--- src/rtl/cpu_ctrl_fsm_if.sv ---
// rtl/cpu_ctrl_fsm_if.sv - start/wait handshake, instruction input and datapath control bundle
interface cpu_ctrl_fsm_if #(
  parameter int WIDTH = 16
);
  logic             s;
  logic             load;
  logic [WIDTH-1:0] in;
  logic             w;
  logic [2:0]       writenum;
  logic [2:0]       readnum;
  logic             write;
  logic             loada;
  logic             loadb;
  logic             loadc;
  logic             loads;
  logic             asel;
  logic             bsel;
  logic [1:0]       vsel;
  logic [1:0]       shift;
  logic [1:0]       ALUop;
  logic [WIDTH-1:0] sximm8;
  logic [WIDTH-1:0] sximm5;

  modport master (
    output s, load, in,
    input  w, writenum, readnum, write, loada, loadb, loadc, loads,
    input  asel, bsel, vsel, shift, ALUop, sximm8, sximm5
  );

  modport slave (
    input  s, load, in,
    output w, writenum, readnum, write, loada, loadb, loadc, loads,
    output asel, bsel, vsel, shift, ALUop, sximm8, sximm5
  );
endinterface

--- src/rtl/cpu_ctrl_fsm.sv ---
// rtl/cpu_ctrl_fsm.sv - multi-cycle MOV/ADD/CMP/AND/MVN controller; CPU_HALT_EN adds a HALT state for opcode 111
module cpu_ctrl_fsm #(
  parameter int WIDTH = 16
) (
  input logic           clk,
  input logic           reset,
  cpu_ctrl_fsm_if.slave bus
);

  typedef enum logic [2:0] {
    S_WAIT,
    S_DECODE,
    S_GET_A,
    S_GET_B,
    S_ALU,
    S_WR_REG,
`ifdef CPU_HALT_EN
    S_WR_IMM,
    S_HALT
`else
    S_WR_IMM
`endif
  } state_e;

  state_e           state_q, state_d;
  logic [WIDTH-1:0] ir_q, ir_d;

  logic       w_q, w_d;
  logic [2:0] writenum_q, writenum_d;
  logic [2:0] readnum_q, readnum_d;
  logic       write_q, write_d;
  logic       loada_q, loada_d;
  logic       loadb_q, loadb_d;
  logic       loadc_q, loadc_d;
  logic       loads_q, loads_d;
  logic       asel_q, asel_d;
  logic [1:0] vsel_q, vsel_d;
  logic [1:0] shift_q, shift_d;
  logic [1:0] aluop_q, aluop_d;

  logic [2:0] opcode, rn, rd, rm;
  logic [1:0] op, sh;
  logic       is_alu_op, is_mov_reg, is_mvn, is_cmp;

  assign opcode = ir_q[15:13];
  assign op     = ir_q[12:11];
  assign rn     = ir_q[10:8];
  assign rd     = ir_q[7:5];
  assign sh     = ir_q[4:3];
  assign rm     = ir_q[2:0];

  assign is_alu_op  = (opcode == 3'b101);
  assign is_mov_reg = (opcode == 3'b110) && (op == 2'b00);
  assign is_mvn     = is_alu_op && (op == 2'b11);
  assign is_cmp     = is_alu_op && (op == 2'b01);

  always_comb begin
    state_d = state_q;
    ir_d    = ir_q;
    case (state_q)
      S_WAIT: begin
        if (bus.load) ir_d = bus.in;
        if (bus.s) state_d = S_DECODE;
      end
      S_DECODE: begin
        state_d = S_WAIT;
        if ((opcode == 3'b110) && (op == 2'b10)) state_d = S_WR_IMM;
        else if (is_mov_reg)                      state_d = S_GET_B;
        else if (is_alu_op)                       state_d = is_mvn ? S_GET_B : S_GET_A;
`ifdef CPU_HALT_EN
        else if (opcode == 3'b111)                state_d = S_HALT;
`endif
      end
      S_GET_A:  state_d = S_GET_B;
      S_GET_B:  state_d = S_ALU;
      S_ALU:    state_d = is_cmp ? S_WAIT : S_WR_REG;
      S_WR_REG: state_d = S_WAIT;
      S_WR_IMM: state_d = S_WAIT;
`ifdef CPU_HALT_EN
      S_HALT:   state_d = S_HALT;
`endif
      default:  state_d = S_WAIT;
    endcase
  end

  // Outputs are decoded from the next state so they register alongside it (Moore, no extra latency).
  always_comb begin
    w_d        = 1'b0;
    writenum_d = 3'b000;
    readnum_d  = 3'b000;
    write_d    = 1'b0;
    loada_d    = 1'b0;
    loadb_d    = 1'b0;
    loadc_d    = 1'b0;
    loads_d    = 1'b0;
    asel_d     = 1'b0;
    vsel_d     = 2'b00;
    shift_d    = 2'b00;
    aluop_d    = 2'b00;
    case (state_d)
      S_WAIT: w_d = 1'b1;
      S_GET_A: begin
        readnum_d = rn;
        loada_d   = 1'b1;
      end
      S_GET_B: begin
        readnum_d = rm;
        loadb_d   = 1'b1;
      end
      S_ALU: begin
        shift_d = sh;
        if (is_alu_op) aluop_d = op;
        asel_d  = is_mov_reg || is_mvn;
        loadc_d = !is_cmp;
        loads_d = is_cmp;
      end
      S_WR_REG: begin
        writenum_d = rd;
        write_d    = 1'b1;
      end
      S_WR_IMM: begin
        writenum_d = rn;
        vsel_d     = 2'b10;
        write_d    = 1'b1;
      end
`ifdef CPU_HALT_EN
      S_HALT: w_d = 1'b1;
`endif
      default: ;
    endcase
  end

  always_ff @(posedge clk) begin
    if (reset) begin
      state_q    <= S_WAIT;
      ir_q       <= '0;
      w_q        <= 1'b1;
      writenum_q <= 3'b000;
      readnum_q  <= 3'b000;
      write_q    <= 1'b0;
      loada_q    <= 1'b0;
      loadb_q    <= 1'b0;
      loadc_q    <= 1'b0;
      loads_q    <= 1'b0;
      asel_q     <= 1'b0;
      vsel_q     <= 2'b00;
      shift_q    <= 2'b00;
      aluop_q    <= 2'b00;
    end else begin
      state_q    <= state_d;
      ir_q       <= ir_d;
      w_q        <= w_d;
      writenum_q <= writenum_d;
      readnum_q  <= readnum_d;
      write_q    <= write_d;
      loada_q    <= loada_d;
      loadb_q    <= loadb_d;
      loadc_q    <= loadc_d;
      loads_q    <= loads_d;
      asel_q     <= asel_d;
      vsel_q     <= vsel_d;
      shift_q    <= shift_d;
      aluop_q    <= aluop_d;
    end
  end

  // Strobes are masked by reset directly so an abort in a write state never reaches the register file.
  assign bus.write    = write_q & ~reset;
  assign bus.loada    = loada_q & ~reset;
  assign bus.loadb    = loadb_q & ~reset;
  assign bus.loadc    = loadc_q & ~reset;
  assign bus.loads    = loads_q & ~reset;
  assign bus.w        = w_q;
  assign bus.writenum = writenum_q;
  assign bus.readnum  = readnum_q;
  assign bus.asel     = asel_q;
  assign bus.bsel     = 1'b0;
  assign bus.vsel     = vsel_q;
  assign bus.shift    = shift_q;
  assign bus.ALUop    = aluop_q;
  assign bus.sximm8   = {{(WIDTH-8){ir_q[7]}}, ir_q[7:0]};
  assign bus.sximm5   = {{(WIDTH-5){ir_q[4]}}, ir_q[4:0]};

endmodule

--- src/flat_wrapper.sv ---
// flat-port wrapper written by rule: the top's interface ports become plain ports
module cpu_ctrl_fsm_flat 
#(
  parameter int WIDTH = 16
)
  (clk, reset, bus_s, bus_load, bus_in, bus_w, bus_writenum, bus_readnum, bus_write, bus_loada, bus_loadb, bus_loadc, bus_loads, bus_asel, bus_bsel, bus_vsel, bus_shift, bus_ALUop, bus_sximm8, bus_sximm5);
  cpu_ctrl_fsm_if #(.WIDTH(WIDTH)) bus_i ();
  input logic clk;
  input logic reset;
  input wire logic [$bits(bus_i.s)-1:0] bus_s;
  input wire logic [$bits(bus_i.load)-1:0] bus_load;
  input wire logic [$bits(bus_i.in)-1:0] bus_in;
  output wire logic [$bits(bus_i.w)-1:0] bus_w;
  output wire logic [$bits(bus_i.writenum)-1:0] bus_writenum;
  output wire logic [$bits(bus_i.readnum)-1:0] bus_readnum;
  output wire logic [$bits(bus_i.write)-1:0] bus_write;
  output wire logic [$bits(bus_i.loada)-1:0] bus_loada;
  output wire logic [$bits(bus_i.loadb)-1:0] bus_loadb;
  output wire logic [$bits(bus_i.loadc)-1:0] bus_loadc;
  output wire logic [$bits(bus_i.loads)-1:0] bus_loads;
  output wire logic [$bits(bus_i.asel)-1:0] bus_asel;
  output wire logic [$bits(bus_i.bsel)-1:0] bus_bsel;
  output wire logic [$bits(bus_i.vsel)-1:0] bus_vsel;
  output wire logic [$bits(bus_i.shift)-1:0] bus_shift;
  output wire logic [$bits(bus_i.ALUop)-1:0] bus_ALUop;
  output wire logic [$bits(bus_i.sximm8)-1:0] bus_sximm8;
  output wire logic [$bits(bus_i.sximm5)-1:0] bus_sximm5;
  assign bus_i.s = bus_s;
  assign bus_i.load = bus_load;
  assign bus_i.in = bus_in;
  assign bus_w = bus_i.w;
  assign bus_writenum = bus_i.writenum;
  assign bus_readnum = bus_i.readnum;
  assign bus_write = bus_i.write;
  assign bus_loada = bus_i.loada;
  assign bus_loadb = bus_i.loadb;
  assign bus_loadc = bus_i.loadc;
  assign bus_loads = bus_i.loads;
  assign bus_asel = bus_i.asel;
  assign bus_bsel = bus_i.bsel;
  assign bus_vsel = bus_i.vsel;
  assign bus_shift = bus_i.shift;
  assign bus_ALUop = bus_i.ALUop;
  assign bus_sximm8 = bus_i.sximm8;
  assign bus_sximm5 = bus_i.sximm5;
  cpu_ctrl_fsm #(.WIDTH(WIDTH)) u_core (.clk(clk), .reset(reset), .bus(bus_i));
endmodule
--- config.mk ---
export PLATFORM = sky130hd
export DESIGN_NAME = cpu_ctrl_fsm_flat
export DESIGN_NICKNAME = d
export VERILOG_FILES = /design/src/rtl/cpu_ctrl_fsm_if.sv /design/src/rtl/cpu_ctrl_fsm.sv /design/src/flat_wrapper.sv
export SDC_FILE = /design/constraint.sdc
export NUM_CORES = 1
export LEC_CHECK = 0
export ABC_AREA = 1
export BUFFER_PORTS_ARGS = -buffer_cell sky130_fd_sc_hd__buf_2
export CAP_MARGIN = 15
export CORE_MARGIN = 10
export CORE_UTILIZATION = 50
export CTS_CLUSTER_SIZE = 8
export DETAILED_ROUTE_END_ITERATION = 7
export PLACE_DENSITY = 0.83
export SYNTH_ARGS = -nofsm -noshare
export SYNTH_HDL_FRONTEND = slang
export SYNTH_SLANG_ARGS = --single-unit
--- constraint.sdc ---
create_clock -name clk -period 2.35 [get_ports clk]
set_input_delay 0.235 -clock clk [delete_from_list [all_inputs] [get_ports clk]]
set_output_delay 0.235 -clock clk [all_outputs]
set_load 0.01 [all_outputs]
==> out/metrics.yaml <==
critPathSlowestCell: "nand3_2"
cts-resized-gates: 0
synth_area_sq_mm: 0.00167
worst_slew_pin_slew_ps: 557
fmax_mhz: 722
timing.final.crit_share_pct: 58.9
grt_max_degree: 25
post_cts_buffers: 0
arrival_ps: 1680
r2r_cells: 5
cts_root_buf: "clkbuf_4"
combPwrFrac_pct: 13.1
end_kind: "register"
drc: 0
finClkSkew_ps: 14.6
vias: 1326
async_flop_share_pct: 0
pwr-share-seq_pct: 52.0
placedInstanceArea_sq_mm: 0.00180
leakage_nw: 0.984
dp_hpwl_um: 2880
period_needed_ps: 1390
grt_pass1_vias: 1299
p_switching_uw: 338
finalHoldViolCount: 0
grt_overflow_total: 0
cts.sinks: 37
die_h_um: 77.8
cts_tree: "built"
synth_top_flop_cell: "dfxtp_1"
clockBufferDepth: 2
final_common_cell: "buf_2"
pin_count: 72
fin_area_sq_mm: 0.00188
critPathMaxStageDelay_ps: 360
synth_cell_types: 24
clk_pin_slew_ps: 110
syn_avg_cell_area_sq_um: 7.80
cts-buffers-inserted: 5
crit_required_ps: 2650
hold_buffers: 0
fin_util_pct: 60.1
min_path_cells: 3
path_max_fanout: 24
slew_headroom_pct: 62.8
finalMaxSlewViolations: 0
intPower_uw: 975
crit_chain: "nor2_1 > nand3_2 > inv_2 > nor2_1 > nor2_1"
ant_nets: 0
initial_core_util_pct: 53.4
critPathBufInv: 1
min_path_type: "primary input to register"
swShare_pct: 25.7
yosys_warnings: 0
setup_tns_ps: 0
dr.pass1.iters: 4
clk_latency_ps: 350
setup_viol: 0
yosysSeqAreaShare_pct: 44.4
final_cell_mix: "buf_2, dfxtp_1, nor2_1"
maxCapViolations: 0
ir_drop_mv: 0.372
powerDensity_mw_per_mm2: 698
synth_seq_cells: 37
synth-edff-count: 0
cts_max_level: 2
nNetsFinal: 272
drt_wl_total_um: 3620
crit_cells: 5
startpoint_type: "register"
antenna_found_initial: 0
pre_cts_slack_ps: 867
diodes: 0
io_buffers: 69
cpMostUsedCell: "nor2_1"
fp.dieArea_sq_mm: 0.00605
grt_pass1_wl_um: 5880
drive_gt1_share_pct: 36.4
die_w_um: 77.8
fp-row-count: 20
setup_ws_ps: 965
rsz0062_at_grt: "no"
syn_to_final_growth_pct: 12.7
routedWlPerCell_um: 12.2
crit_type: "register to register"
coreArea_sq_mm: 0.00313
drt_iter0_drc: 65
grtUsageTotal_pct: 12.2
path_delay_family: "simple AND/OR/NAND/NOR gates"
place_congestion: 0.851
viasPerCell: 4.46
postSynthCellCount: 214
status: "complete, no violations"
clockPowerShare_pct: 34.9
-- sequential cells by signal, summed over array words and instances, names as in the netlist, 2 cells and up --
name                 count
u_core.bus.readnum       3
u_core.bus.writenum      3
u_core.state_q           3
u_core.bus.ALUop         2
u_core.ir_q             16
u_core.bus.shift         2
-- tightest hold or removal path: stages --
cell and delay, ps:
buf_2 70, o21ai_0 70, nor2_1 70
-- power groups by stage --
stage | Sequential, mW | Combinational, mW | Clock, mW
after floorplan | 0.694 | 0.164 | 0
after global placement | 0.696 | 0.173 | 0
after detailed placement | 0.697 | 0.175 | 0
after CTS | 0.683 | 0.176 | 0.472
after global routing | 0.688 | 0.195 | 0.499
final | 0.682 | 0.172 | 0.459
-- per-layer routing --
layer	GRT usage (%)	wire (um)	up-vias
met2	20.0	1800	37
met5	0	0	-
li1	-	-	705
met3	5.07	282	8
met4	8.76	103	0
met1	12.2	1430	576
-- metrics by stage --
step | instances | power, mW | hold WS [ps]
2_1_floorplan | 215 | 0.858 | 399
3_3_place_gp | 289 | 0.869 | 457
3_5_place_dp | 289 | 0.872 | 461
4_1_cts | 297 | 1.33 | 112
5_1_grt | 297 | 1.38 | 141
6_report | 297 | 1.31 | 122
-- cells by family after synthesis --
family / count (synthesis) / share of synthesized area (%)
AO/OA/AOI/OAI: 33 / 11.5
buffers and inverters: 63 / 22.0
flip-flops: 37 / 44.4
other: 1 / 0.225
AND/OR/NAND/NOR: 80 / 21.9
-- worst paths after layout --
path                      from                  end  slack, ps
max          u_core.state_q[0]      u_core.ir_q[12]        960
min                  bus_in[8]       u_core.ir_q[8]        120
max reg2reg  u_core.state_q[0]      u_core.ir_q[12]        960
min reg2reg     u_core.ir_q[3]  u_core.bus.shift[0]        470
-- synthesized netlist by cell type (2+ instances only) --
master / number / area [sq um]
a21oi_1: 9 / 45.0
a21oi_4: 2 / 32.5
buf_2: 3 / 15.0
buf_4: 34 / 255
dfxtp_1: 37 / 741
inv_1: 21 / 78.8
inv_2: 3 / 11.3
nand2_1: 23 / 86.3
nand2_2: 4 / 25.0
nand3_1: 9 / 45.0
nor2_1: 35 / 131
nor2_4: 2 / 22.5
nor3_2: 2 / 20.0
o21ai_0: 18 / 90.1
o21ai_1: 3 / 15.0
-- final cells by class --
cell class	count	area (sq um)
Clock buffer	7	55.1
Clock inverter	1	30.0
Fill cell	299	1250
Inverter	24	90.1
Multi-Input combinational cell	115	564
Sequential cell	37	741
Tap cell	44	55.1
Timing Repair Buffer	69	345
Note: power is estimated with default switching activity, not from simulation.
